<file path="src/rtl/ball_obstacle_judge_pkg.sv">
`default_nettype none
// ============================================================================
// Module   : ball_obstacle_judge_pkg
// Purpose  : Shared game types and constants for the obstacle/score judge.
// Revision : 1.0 - initial release
// ============================================================================
package ball_obstacle_judge_pkg;

    typedef enum logic [1:0] {
        IDLE = 2'd0,
        RUN  = 2'd1,
        OVER = 2'd2
    } game_state_t;

    localparam logic [2:0] BALL_MAX = 3'd5;
    localparam int unsigned BCD_W = 4;

    // Taps 16,14,13,11 expressed as a feedback mask for the right-shifting form
    localparam logic [15:0] LFSR_TAPS = 16'h002D;

endpackage : ball_obstacle_judge_pkg
`default_nettype wire

</file>
<file path="src/rtl/ball_obstacle_judge_bcd_counter4.sv">
`default_nettype none
// ============================================================================
// Module   : bcd_counter4
// Purpose  : 4-digit BCD incrementer with synchronous clear, saturating at 9999.
// Revision : 1.0 - initial release
// ============================================================================
module bcd_counter4
    import ball_obstacle_judge_pkg::*;
(
    input  logic        clk,
    input  logic        rst,
    input  logic        clr,
    input  logic        inc,
    output logic [15:0] value
);

    localparam int unsigned DIGITS = 4;

    logic [15:0]     r_value;
    logic [15:0]     w_next;
    logic [DIGITS:0] w_carry;
    logic            w_at_max;

    assign w_at_max   = (r_value == 16'h9999);
    assign w_carry[0] = inc && !w_at_max;

    for (genvar i = 0; i < DIGITS; i++) begin : g_digit
        logic [BCD_W-1:0] w_nib;
        assign w_nib          = r_value[i*BCD_W +: BCD_W];
        assign w_carry[i+1]   = w_carry[i] && (w_nib == 4'd9);
        assign w_next[i*BCD_W +: BCD_W] = !w_carry[i]     ? w_nib :
                                          (w_nib == 4'd9) ? 4'd0  : w_nib + 4'd1;
    end

    always_ff @(posedge clk or posedge rst) begin
        if (rst) begin
            r_value <= 16'h0000;
        end else if (clr) begin
            r_value <= 16'h0000;
        end else begin
            r_value <= w_next;
        end
    end

    assign value = r_value;

endmodule : bcd_counter4
`default_nettype wire

</file>
<file path="src/rtl/ball_obstacle_judge.sv">
`default_nettype none
// ============================================================================
// Module   : ball_obstacle_judge
// Purpose  : Scrolling obstacle row, collision detection, BCD score and game FSM.
// Revision : 1.0 - initial release
// ============================================================================
module ball_obstacle_judge
    import ball_obstacle_judge_pkg::*;
#(
    parameter int unsigned TICK_DIV   = 8388608,
    parameter int unsigned COLS       = 16,
    parameter int unsigned BALL_COL   = 2,
    parameter int unsigned OBST_H     = 2,
    parameter int unsigned GAP_MIN    = 3,
    parameter bit          SPAWN_MODE = 1'b1,
    parameter logic [15:0] LFSR_SEED  = 16'hACE1
) (
    input  logic            clk,
    input  logic            rst,
    input  logic            start,
    input  logic [2:0]      ball_state,
    output logic [COLS-1:0] obstacle_map,
    output logic [15:0]     score,
    output logic            playing,
    output logic            game_over,
    output logic            tick
);

    localparam logic [1:0] ST_IDLE = IDLE;
    localparam logic [1:0] ST_RUN  = RUN;
    localparam logic [1:0] ST_OVER = OVER;

    localparam int unsigned     CNT_W    = (TICK_DIV > 1) ? $clog2(TICK_DIV) : 1;
    localparam logic [CNT_W-1:0] CNT_LAST = CNT_W'(TICK_DIV - 1);

    logic [1:0]       r_state;
    logic [1:0]       w_state_nxt;
    logic [CNT_W-1:0] r_cnt;
    logic             r_tick;
    logic [COLS-1:0]  r_map;
    logic [3:0]       r_gap;
    logic [15:0]      r_lfsr;
    logic             r_playing;
    logic             r_game_over;

    logic             w_in_run;
    logic             w_enter;
    logic             w_clear;
    logic             w_collide;
    logic             w_step;
    logic             w_spawn;
    logic             w_score_inc;
    logic             w_fb;
    logic [15:0]      w_score;

    assign w_in_run  = (r_state == ST_RUN);
    assign w_enter   = !w_in_run && start;
    assign w_clear   = (ball_state > BALL_MAX) || (32'(ball_state) >= OBST_H);
    assign w_collide = w_in_run && r_map[BALL_COL] && !w_clear;
    // A collision in a tick cycle suppresses the whole scroll step
    assign w_step      = w_in_run && r_tick && !w_collide;
    assign w_spawn     = (32'(r_gap) >= GAP_MIN) && (!SPAWN_MODE || r_lfsr[0]);
    assign w_score_inc = w_step && r_map[BALL_COL];
    assign w_fb        = ^(r_lfsr & LFSR_TAPS);

    always_comb begin
        w_state_nxt = r_state;
        case (r_state)
            ST_IDLE: if (start)     w_state_nxt = ST_RUN;
            ST_RUN:  if (w_collide) w_state_nxt = ST_OVER;
            ST_OVER: if (start)     w_state_nxt = ST_RUN;
            default:                w_state_nxt = ST_IDLE;
        endcase
    end

    always_ff @(posedge clk or posedge rst) begin
        if (rst) begin
            r_state     <= ST_IDLE;
            r_playing   <= 1'b0;
            r_game_over <= 1'b0;
        end else begin
            r_state     <= w_state_nxt;
            r_playing   <= (w_state_nxt == ST_RUN);
            r_game_over <= (w_state_nxt == ST_OVER);
        end
    end

    always_ff @(posedge clk or posedge rst) begin
        if (rst) begin
            r_cnt  <= '0;
            r_tick <= 1'b0;
        end else if (w_enter) begin
            r_cnt  <= '0;
            r_tick <= 1'b0;
        end else begin
            if (w_in_run) begin
                r_cnt <= (r_cnt == CNT_LAST) ? '0 : r_cnt + CNT_W'(1);
            end
            r_tick <= w_in_run && !w_collide && (r_cnt == CNT_LAST);
        end
    end

    always_ff @(posedge clk or posedge rst) begin
        if (rst) begin
            r_map  <= '0;
            r_gap  <= 4'd0;
            r_lfsr <= LFSR_SEED;
        end else if (w_enter) begin
            r_map <= '0;
            r_gap <= 4'd0;
        end else if (w_step) begin
            r_map  <= {w_spawn, r_map[COLS-1:1]};
            r_gap  <= w_spawn ? 4'd0 : ((r_gap == 4'd15) ? 4'd15 : r_gap + 4'd1);
            r_lfsr <= {w_fb, r_lfsr[15:1]};
        end
    end

    bcd_counter4 u_score (
        .clk   (clk),
        .rst   (rst),
        .clr   (w_enter),
        .inc   (w_score_inc),
        .value (w_score)
    );

    assign obstacle_map = r_map;
    assign score        = w_score;
    assign playing      = r_playing;
    assign game_over    = r_game_over;
    assign tick         = r_tick;

endmodule : ball_obstacle_judge
`default_nettype wire

</file>
<file path="config.mk">
export PLATFORM = sky130hd
export DESIGN_NAME = ball_obstacle_judge
export DESIGN_NICKNAME = d
export VERILOG_FILES = /design/src/rtl/ball_obstacle_judge_pkg.sv /design/src/rtl/ball_obstacle_judge_bcd_counter4.sv /design/src/rtl/ball_obstacle_judge.sv
export SDC_FILE = /design/constraint.sdc
export NUM_CORES = 1
export LEC_CHECK = 0
export ABC_AREA = 1
export BUFFER_PORTS_ARGS = -buffer_cell sky130_fd_sc_hd__buf_2
export CAP_MARGIN = 20
export CORE_AREA = 3 3 96 98
export DETAILED_ROUTE_END_ITERATION = 12
export DIE_AREA = 0 0 99 101
export GPL_TIMING_DRIVEN = 0
export PLACE_DENSITY = 0.78
export SLEW_MARGIN = 15
export SYNTH_ARGS = -nofsm -noshare
export SYNTH_HDL_FRONTEND = slang
export SYNTH_HIERARCHICAL = 1
export SYNTH_SLANG_ARGS = --single-unit
</file>
<file path="constraint.sdc">
create_clock -name clk -period 3.4 [get_ports clk]
set_input_delay 0.68 -clock clk [delete_from_list [all_inputs] [get_ports clk]]
set_output_delay 0.68 -clock clk [all_outputs]
set_load 0.005 [all_outputs]
</file>
# After elaboration in Yosys (flattened, before gate mapping)
# Index checks and enable logic that the tools add are counted.
# Widths: inputs -> output; s select.
[totals]
output_inout_bits = 35
regBits = 80
[op_classes]
n_bitwise = 1
n_addsub = 6
muxes = 22
n_reduce_logical = 28
n_lt_le_gt_ge = 3
n_eq_ne = 11
[ops]
columns = ["op", "n"]
rows = [
  ["$mux 23", 3],
  ["$mux 16", 3],
  ["$mux 4", 12],
  ["$add 23x1->23 const B", 1],
  ["$eq 23x23->1 const B", 1],
  ["$add 4x1->4 const B", 5],
  ["$eq 4x4->1 const B", 5],
  ["$eq 16x16->1 const B", 1],
  ["$reduce_xor 16->1", 1],
  ["$logic_and 1x1->1", 13],
  ["$reduce_bool 2->1", 6],
  ["$eq 2x1->1 const B", 2],
  ["$eq 2x2->1 const B", 2],
  ["$ge 4x2->1 const B", 1],
  ["$logic_not 1->1", 4],
  ["$mux 2", 2],
  ["$pmux 2 s2", 1],
  ["$ge 3x2->1 const B", 1],
  ["$gt 3x3->1 const B", 1],
  ["$logic_not 2->1", 1],
  ["$reduce_and 2->1", 1],
  ["$reduce_or 2->1", 1],
  ["$logic_or 1x1->1", 1],
  ["$mux 1", 1],
  ["$not 1->1", 1],
]

# Logic depth before layout (Yosys ltp)
# Gate-level depths: netlist of the first run.
[logic_depth]
word_depth = 13
mapped_depth = 12

# Cells and area by module
# The synthesis of the first run kept the hierarchy.
[modules_own_cells]
columns = ["mod", "area_per_inst_um2", "n_inst", "cells_per_inst"]
rows = [
  ["ball_obstacle_judge", 3119.2, 1, 362],
  ["bcd_counter4", 1051.0, 1, 133],
]

# Worst setup path before layout of the first run
# Ideal clock, no wire load.
[synth_timing]
path_kind = "input-to-reg"
start = "input ball_state[2]"
end = "register u_score.r_value[14] (netlist: u_score/value[14])"
arrival_time_ns = 1.800
stages = 12
n_path_buf = 1
setup_slack_ns = 1.483
required_ns = 3.283
setup_time_ns = 0.117
cell_sequence = "inv_1 > nand3b_1 > nand3_4 > inv_2 > buf_2 > nand2_1 > inv_1 > nand3_2 > nand2_4 > nand2_4 > nand2_1 > nand2_1"
[synth_between]
elab_chain_cells = 12
word_cells_on_any_way = 13
classes_between = "2 x order compare; 11 x reduce/logical"
[synth_rtl]
columns = ["element", "line_no", "rtl"]
rows = [
  ["from (decl)", "ball_obstacle_judge.sv:21", "input logic [2:0] ball_state,"],
  ["$gt 3x3->1 or $ge 3x2->1 (tied branches)", "ball_obstacle_judge.sv:58", "assign w_clear = (ball_state > BALL_MAX) || (32'(ball_state) >= OBST_H);"],
  ["$logic_or 1x1->1 (*)", "ball_obstacle_judge.sv:58", ""],
  ["$logic_not 1->1 (*)", "ball_obstacle_judge.sv:59", "assign w_collide = w_in_run && r_map[BALL_COL] && !w_clear;"],
  ["$logic_and 1x1->1 (*)", "ball_obstacle_judge.sv:59", ""],
  ["$logic_not 1->1 (*)", "ball_obstacle_judge.sv:61", "assign w_step = w_in_run && r_tick && !w_collide;"],
  ["$logic_and 1x1->1 (*)", "ball_obstacle_judge.sv:61", ""],
  ["$logic_and 1x1->1 (*)", "ball_obstacle_judge.sv:63", "assign w_score_inc = w_step && r_map[BALL_COL];"],
  ["named net w_score_inc", "ball_obstacle_judge.sv:52", "logic w_score_inc;"],
  ["$logic_and 1x1->1 (*)", "ball_obstacle_judge_bcd_counter4.sv:25", "assign w_carry[0] = inc && !w_at_max;"],
  ["$logic_and 1x1->1 (*) (3 in a row)", "ball_obstacle_judge_bcd_counter4.sv:30", "assign w_carry[i+1] = w_carry[i] && (w_nib == 4'd9);"],
  ["$reduce_bool 2->1 (no line) (*)", "--", ""],
  ["to (signal assigned)", "ball_obstacle_judge_bcd_counter4.sv:41", "r_value <= w_next;"],
  ["to (decl)", "ball_obstacle_judge_bcd_counter4.sv:19", "logic [15:0] r_value;"],
]
# The timed path passes the listed nets; every way through them passes the cells marked *.
# A chain may end at the register's enable or synchronous reset.

# Worst setup path after layout of the first run
[layout_timing]
start = "register r_state[0]"
end = "register u_score.r_value[15] (netlist: u_score/value[15])"
[layout_between]
elab_chain_cells = 11
word_cells_on_any_way = 15
classes_between = "1 x eq/ne; 1 x mux; 13 x reduce/logical"
[layout_rtl]
columns = ["element", "line_no", "rtl"]
rows = [
  ["from (decl)", "ball_obstacle_judge.sv:36", "logic [1:0] r_state;"],
  ["from (signal assigned)", "ball_obstacle_judge.sv:82", "r_state <= w_state_nxt;"],
  ["$eq 2x1->1 (*)", "ball_obstacle_judge.sv:56", "assign w_in_run = (r_state == ST_RUN);"],
  ["$logic_and 1x1->1 (2 in a row)", "ball_obstacle_judge.sv:59", ""],
  ["$logic_not 1->1", "ball_obstacle_judge.sv:61", ""],
  ["$logic_and 1x1->1 (*)", "ball_obstacle_judge.sv:61", ""],
  ["$logic_and 1x1->1 (*)", "ball_obstacle_judge.sv:63", ""],
  ["named net w_score_inc", "ball_obstacle_judge.sv:52", ""],
  ["$logic_and 1x1->1 (*)", "ball_obstacle_judge_bcd_counter4.sv:25", ""],
  ["$logic_and 1x1->1 (*) (3 in a row)", "ball_obstacle_judge_bcd_counter4.sv:30", ""],
  ["$reduce_bool 2->1 (no line) (*)", "--", ""],
]
# Marks and branches as above.

==> results.toml, run 1 <==
[outcome]
status = "finished, final reports clean"

[floorplan]
rows = 34
fp.dieW_um = 99
num_io_pins = 41
die_height_um = 101
die_area_um2 = 10000
start_util_pct = 48.8
core_region_area_um2 = 8550

[logic_synthesis]
syn_avg_cell_area_um2 = 8.42
ys.flop_type = "dfrtp_1"
syn_inst = 495
async_reset_ff_share_pct = 100
yosys_warnings = 6
yosys_register_bits = 80
ys_seq_area_share_pct = 48.2
synth.distinct_cells = 36
synth_edf_count = 0
synth_fp_nets = 511
syn-cell-area_um2 = 4170

[timing]
min_period_ps = 2040
finalClockSkew_ps = 11.0
setup_viol = 0
hold_viol = 0
relSlewSlack_pct = 48.6
max_freq_ghz = 0.490
rsz0062_at_grt = "no"
slew_viol_final = 0
finalSetupTns_ps = 0
tightestPinTransition_ps = 772
final.period_utilization_pct = 60.0

[power]
p_clk_share_pct = 30.1
p_switching_uw = 881
peakVddDrop_mv = 0.254
power.leakage_uw = 0.00242
p_per_area_nw_per_um2 = 561
p_comb_share_pct = 23.6
totalPowerFinal_uw = 2650
p_seq_share_pct = 46.3
swShare_pct = 33.2
p_int_uw = 1770

[cells_and_area]
syn2layout_area_growth_pct = 13.4
fin_nets = 561
drive_above_1_share_pct = 20.9
final_cell_count_no_fill = 658
diodes = 0
n_fill_cell = 759

[placed_design]
dp_hpwl_mm = 5.96
gp_congestion = 0.890
dp_cells = 642
io_buffers = 39

[clock_tree]
cts_hold_buf = 0
cts_inserted_buffers = 9
tritoncts = "built"
clockBufferDepth = 2
cts_max_level = 3
post_cts_resized = 0
cts-root-buf = "clkbuf_8"
cts_setup_buffers = 0
clk_latency_ps = 360
cts_sinks = 80
cts.clk_slew.worst_paths_ps = 90

[min_path]
worstHoldPathType = "primary input to async pin"

[worst_setup_path]
worst_path_most_repeated_cell = "nand2_1"
start_kind = "flip-flop"
crit_path_cell_trace = "inv_1 > nor2_4 > nand3_4 > inv_2 > buf_2 > nand2_1 > inv_1 > nand3_2 > nand2_4 > nand2_4 > nand2_1 > nand2_1"
path_class = "flip-flop to flip-flop"
crit_family = "simple AND/OR/NAND/NOR gates"
end_kind = "flip-flop"
worstPathMaxFanout = 10
cp.buffers_inverters = 4
slowest_stage = "dfrtp_1"
required_ps = 3650
slowest_delay_ps = 380
cp_data_arrival_time_ps = 2290

[global_route]
overflow = 0
grt_pass1_vias = 3224
grt_util_all_layers_pct = 17.9
grt_max_degree = 65
grt_pass1_wl_mm = 14.5
antenna_found_initial = 0

[routing]
via_per_inst = 5.10
drt_iter0_markers = 85
drtPass1Iterations = 4
ant_nets = 0
routed-via-count = 3355
drc = 0
routedWlPerCell_um = 12.8
wl_mm = 8.41

[run]
maxCapViolations = 0
-- kinds of logic after synthesis --
kind of cell,after synthesis,synth area share [%]
xor gates and xnor gates,22,4.62
DFF,80,48.2
and+or+nand+nor,265,29.6
AOI/OAI and AO/OA,49,7.74
adders and majority gates,10,3.00
buffers and inverters,69,6.78
-- flip-flops by register name, summed over array words and instances, names as in the netlist --
signal,flops
tick,1
r_lfsr,16
playing,1
r_cnt,23
game_over,1
r_gap,4
obstacle_map,16
u_score/value,16
r_state,2
-- synthesized netlist by cell type (all sizes together), types with 2 or more instances --
master	count	area share, %
ha	10	3.0
nand2	167	16
o21ai	25	3.6
buf	7	1.2
dfstp	8	5.0
xor2	16	3.4
inv	57	5.1
o22ai	18	3.2
o21bai	2	0.36
nand4	5	1.1
clkbuf	4	0.36
dfrtp	72	43
nor2	36	4.3
nor3	8	0.96
xnor2	6	1.3
a21oi	2	0.24
nand3	46	6.6
o31ai	2	0.36
-- layout by cell type, fill, tap and decap left out, types with 2 or more instances in the layout --
cell type  Yosys  routed
nand2_1      156     156
dfrtp_1       72      72
inv_1         50      49
buf_2          5      44
nand3_1       40      40
nor2_1        28      28
xor2_1        16      16
o22ai_1       15      15
o21ai_0       14      14
ha_1          10      10
clkbuf_8       0      10
nor3_1         8       8
dfstp_2        8       8
inv_2          7       7
nand2_2        7       7
o21ai_2        7       7
xnor2_1        6       6
nor2_2         5       5
nand2_4        4       4
clkbuf_1       4       4
nand4_1        4       4
nand3_2        4       4
o21ai_1        4       4
o22ai_2        3       3
o21bai_1       2       2
nand3_4        2       2
nor2_4         2       2
o31ai_1        2       2
a21oi_1        2       2
bufinv_16      0       2
clkinv_2       1       2
-- stage by stage --
step / setup slack [ps] / util [%] / area (um^2) / hold WS, ps
finish: 1360 / 55.3 / 4730 / 441
global placement: 404 / 52.6 / 4500 / 449
global route: 1150 / 55.3 / 4730 / 475
detailed placement: 1080 / 52.7 / 4500 / 454
CTS: 1350 / 55.3 / 4730 / 438
floorplan: 1140 / - / 4170 / 442
-- metal layers --
| layer | track usage [%] | part of all wire (%) | vias to the layer above |
|---|---|---|---|
| met1 | 22.3 | 45 | 1612 |
| met5 | 0 | 0 | - |
| met4 | 7.77 | 1.8 | 0 |
| met2 | 30.8 | 50 | 49 |
| met3 | 2.98 | 3.2 | 16 |
| li1 | - | - | 1678 |
-- cell type report --
type	count	area [um^2]	area share, %
tap	108	135	2.86
buffer	11	63.8	1.35
multi-input combinational	346	1880	39.6
inverter	58	221	4.68
sequential	80	2010	42.5
clock buffer	10	138	2.91
clock inverter	6	90.1	1.90
timing repair buffer	39	195	4.13
-- worst paths after layout --
| kind | from | to | slack (ps) | cells after the start |
|---|---|---|---|---|
| worst max-delay path | r_state[0] | u_score/value[15] | 1360 | 12 |
| worst min-delay path | rst | u_score/value[8] | 440 | 2 |
| worst max register to register | r_state[0] | u_score/value[15] | 1360 | 12 |
| worst min register to register | r_lfsr[10] | r_lfsr[10] | 470 | 2 |
| max in group asynchronous | rst | r_cnt[16] | 2400 | 2 |
| min in group clk | r_lfsr[10] | r_lfsr[10] | 470 | 2 |
-- power groups by stage --
| stage | logic, uW | registers, uW | clock network, uW |
|---|---|---|---|
| 3_5_place_dp | 632 | 1240 | 0 |
| 6_report | 627 | 1230 | 798 |
| 2_1_floorplan | 454 | 1220 | 0 |
| 4_1_cts | 636 | 1230 | 814 |
| 3_3_place_gp | 603 | 1240 | 0 |
| 5_1_grt | 709 | 1250 | 853 |
No activity file was read; power rests on OpenSTA's default activity.
==> inputs of run 2 (changes only) <==
--- a/config.mk
+++ b/config.mk
@@ -5,12 +5,12 @@
 export SDC_FILE = /design/constraint.sdc
 export NUM_CORES = 1
 export LEC_CHECK = 0
-export ABC_AREA = 1
+export ABC_AREA = 0
 export BUFFER_PORTS_ARGS = -buffer_cell sky130_fd_sc_hd__buf_2
 export CAP_MARGIN = 20
-export CORE_AREA = 3 3 96 98
+export CORE_AREA = 3 3 94 96
 export DETAILED_ROUTE_END_ITERATION = 12
-export DIE_AREA = 0 0 99 101
+export DIE_AREA = 0 0 97 99
 export GPL_TIMING_DRIVEN = 0
 export PLACE_DENSITY = 0.78
 export SLEW_MARGIN = 15
==> constraint.sdc (replaced) <==
create_clock -name clk -period 2 [get_ports clk]
set_input_delay 0.4 -clock clk [delete_from_list [all_inputs] [get_ports clk]]
set_output_delay 0.4 -clock clk [all_outputs]
set_load 0.005 [all_outputs]
==> run 2 against run 1 <==
Against the previous run: final area is 0.93% higher; register-to-register slack worse by 1400 ps; sequential cell count stayed put; first-iteration DRC count grew to 2.7 times the previous value; sequential share of layout area is 0.31 points lower; die area is 4.0% lower; non-clock buffer count is 19 higher; clock skew is 1.5 ps lower; wire length is 14% higher; hold slack worse by 27 ps; sequential power is 32% higher; maximum frequency is 2.5% higher; largest power group unchanged; highest routed layer unchanged.
==> results.toml, run 2 <==
[power]
peakVddDrop_mv = 0.474
p_comb_share_pct = 1.5
p_per_area_nw_per_um2 = 657
power.leakage_uw = 0.00238
swShare_pct = 20.5
p_int_uw = 2500
p_switching_uw = 644
p_clk_share_pct = 47.0
p_seq_share_pct = 51.5

[cells_and_area]
top_register = "r_cnt"
final_cell_count_no_fill = 612
fin_nets = 518
ff_latch_area_um2 = 2020
n_fill_cell = 681
largest_reg_flops = 23
drive_above_1_share_pct = 22.3
final_cell_mix = "nand2_1, dfrtp_1, buf_2, nand3_1"
final_area_um2 = 4770
syn2layout_area_growth_pct = 19.3
multi_input_area_um2 = 1940
final_common_cell = "nand2_1"
diodes = 0
utilization_pct = 58.7

[worst_setup_path]
path_class = "flip-flop to flip-flop"
cp.buffers_inverters = 0
start_kind = "flip-flop"
critical_path_depth = 7
r2r_cells = 7
crit_path_cell_trace = "or3b_4 > and3_4 > and2_4 > nand4b_4 > nor4b_4 > nand4_1 > mux2_4"
crit_family = "simple AND/OR/NAND/NOR gates"
slowest_stage = "dfrtp_2"
end_kind = "flip-flop"
slowest_delay_ps = 430
regToRegEndpoint = "u_score/value[15]"
reg2reg_slack_ps = 10
cp_data_arrival_time_ps = 2240
r2r_start = "obstacle_map[2]"
worstPathMaxFanout = 4
required_ps = 2250

[placed_design]
pre_cts_slack_ps = -422
gp_congestion = 0.874
placed_area_um2 = 4370
io_buffers = 39
dp_hpwl_mm = 6.41
dp_cells = 587

[timing]
slew_viol_final = 0
max_freq_ghz = 0.503
setup_ws_ps = 10.2
tightestPinTransition_ps = 598
finalClockSkew_ps = 9.48
min_period_ps = 1990
hold_viol = 0
finalSetupTns_ps = 0
setup_viol = 0
rsz0062_at_grt = "yes"
final.period_utilization_pct = 99.5
relSlewSlack_pct = 60.1

[floorplan]
fp.dieW_um = 97
num_io_pins = 41
die_area_um2 = 9600
die_height_um = 99
core_region_area_um2 = 8130
start_util_pct = 49.2
rows = 33

[global_route]
overflow = 0
antenna_found_initial = 0
grt_util_all_layers_pct = 20.7
grt_pass1_wl_mm = 16.4
grt_pass1_vias = 3541
grt_max_degree = 45

[clock_tree]
cts_sinks = 80
clk_latency_ps = 350
cts.clk_slew.worst_paths_ps = 90
cts-root-buf = "clkbuf_8"
tritoncts = "built"
cts_inserted_buffers = 9
clockBufferDepth = 2
cts_max_level = 3

[logic_synthesis]
syn_inst = 442
async_reset_ff_share_pct = 100
yosys_register_bits = 80
yosys-top-cells-area = "dfrtp_1, nand2_1, dfstp_2"
synth.most_common_cell = "nand2_1"
synth.cells.most_frequent = "nand2_1, dfrtp_1, nand3_1"
yosys_warnings = 6
syn_avg_cell_area_um2 = 9.06
synth_fp_nets = 458
ys.flop_type = "dfrtp_1"
synth.top_cell.area_share_pct = 45.0
ys_seq_area_share_pct = 50.3
synth_top_area_cell = "dfrtp_1"
synth.distinct_cells = 51
syn-cell-area_um2 = 4000
synth_edf_count = 0

[routing]
routed-via-count = 3565
drc = 0
drtPass1Iterations = 6
wl_mm = 9.62
ant_nets = 0
via_per_inst = 5.83
routedWlPerCell_um = 15.7
drt_iter0_markers = 229

[min_path]
min_from = "start"
whs_endpoint = "r_state[1]"
hold_path_depth = 4
worstHoldPathType = "primary input to flip-flop"

[outcome]
status = "finished, final reports clean"

[run]
maxCapViolations = 0
run 2: cell count changes after synthesis, moves of 11 or more:
cell     previous run  this run
nand2_1           156       114
inv_1              50        13
a21oi_1             2        26
xor2_1             16         0
a31oi_1             0        15
o22ai_1            15         4
run 2: power groups by stage:
| stage | combinational [uW] | sequential (uW) | clock (uW) |
|---|---|---|---|
| floorplan | 24.5 | 1650 | 0 |
| global placement | 39.6 | 1650 | 0 |
| detailed placement | 46.0 | 1650 | 0 |
| CTS | 48.4 | 1620 | 1510 |
| global route | 53.1 | 1620 | 1580 |
| finish | 45.5 | 1620 | 1480 |
run 2: cell type report:
class                      instances  area share (%)
buffer                            18            1.73
clock buffer                      10            2.88
clock inverter                     6            2.41
sequential                        80            42.2
timing repair buffer              51            6.29
tap                              105            2.75
multi-input combinational        329            40.6
inverter                          13            1.07
run 2: logic make-up (layout without fill, tap and decap cells):
group / Yosys count / in the layout / share of synthesized area [%]
simple gates: 224 / 224 / 27.8
compound gates: 84 / 84 / 12.8
flops: 80 / 80 / 50.3
buf+inv: 33 / 98 / 3.38
fa+ha+maj: 10 / 10 / 3.13
mux: 7 / 7 / 1.81
xor+xnor: 4 / 4 / 0.875
run 2: repair_timing:
| action | 4_1_cts | 5_1_grt |
|---|---|---|
| gates resized for setup | 11 | 15 |
| gates cloned | 0 | 0 |
| setup endpoints to repair | 34 | 36 |
| hold endpoints to repair | 10 | 0 |
| buffers inserted | 9 | 1 |
| pin swaps | 7 | 7 |
| hold buffers | 1 | 0 |
run 2: worst max path at each step:
stage,from,end,slack [ps]
finish,obstacle_map[2],u_score/value[15],10
global route,obstacle_map[2],u_score/value[15],-40
CTS,obstacle_map[2],u_score/value[15],-120
detailed placement,ball_state[1],u_score/value[15],-420
global placement,rst,r_cnt[12],-780
floorplan,obstacle_map[2],u_score/value[15],-160
run 2: worst register-to-register path, stage by stage (launching register included):
cell,delay (ps)
dfrtp_2,430
or3b_4,240
and3_4,170
and2_4,170
nand4b_4,110
nor4b_4,260
nand4_1,180
mux2_4,330
run 2: per-layer routing:
metal,vias to the layer above,wire length (um),GRT usage (%)
met5,-,0,0
met4,0,140,7.56
met2,132,4950,36.5
met3,22,512,5.45
met1,1738,4020,24.3
li1,1673,-,-
run 2: per-stage QoR:
| step | total power (uW) | hold slack (ps) |
|---|---|---|
| after floorplan | 1670 | 314 |
| after global placement | 1690 | 443 |
| after detailed placement | 1690 | 384 |
| after CTS | 3180 | 386 |
| after global routing | 3250 | 413 |
| final | 3140 | 414 |
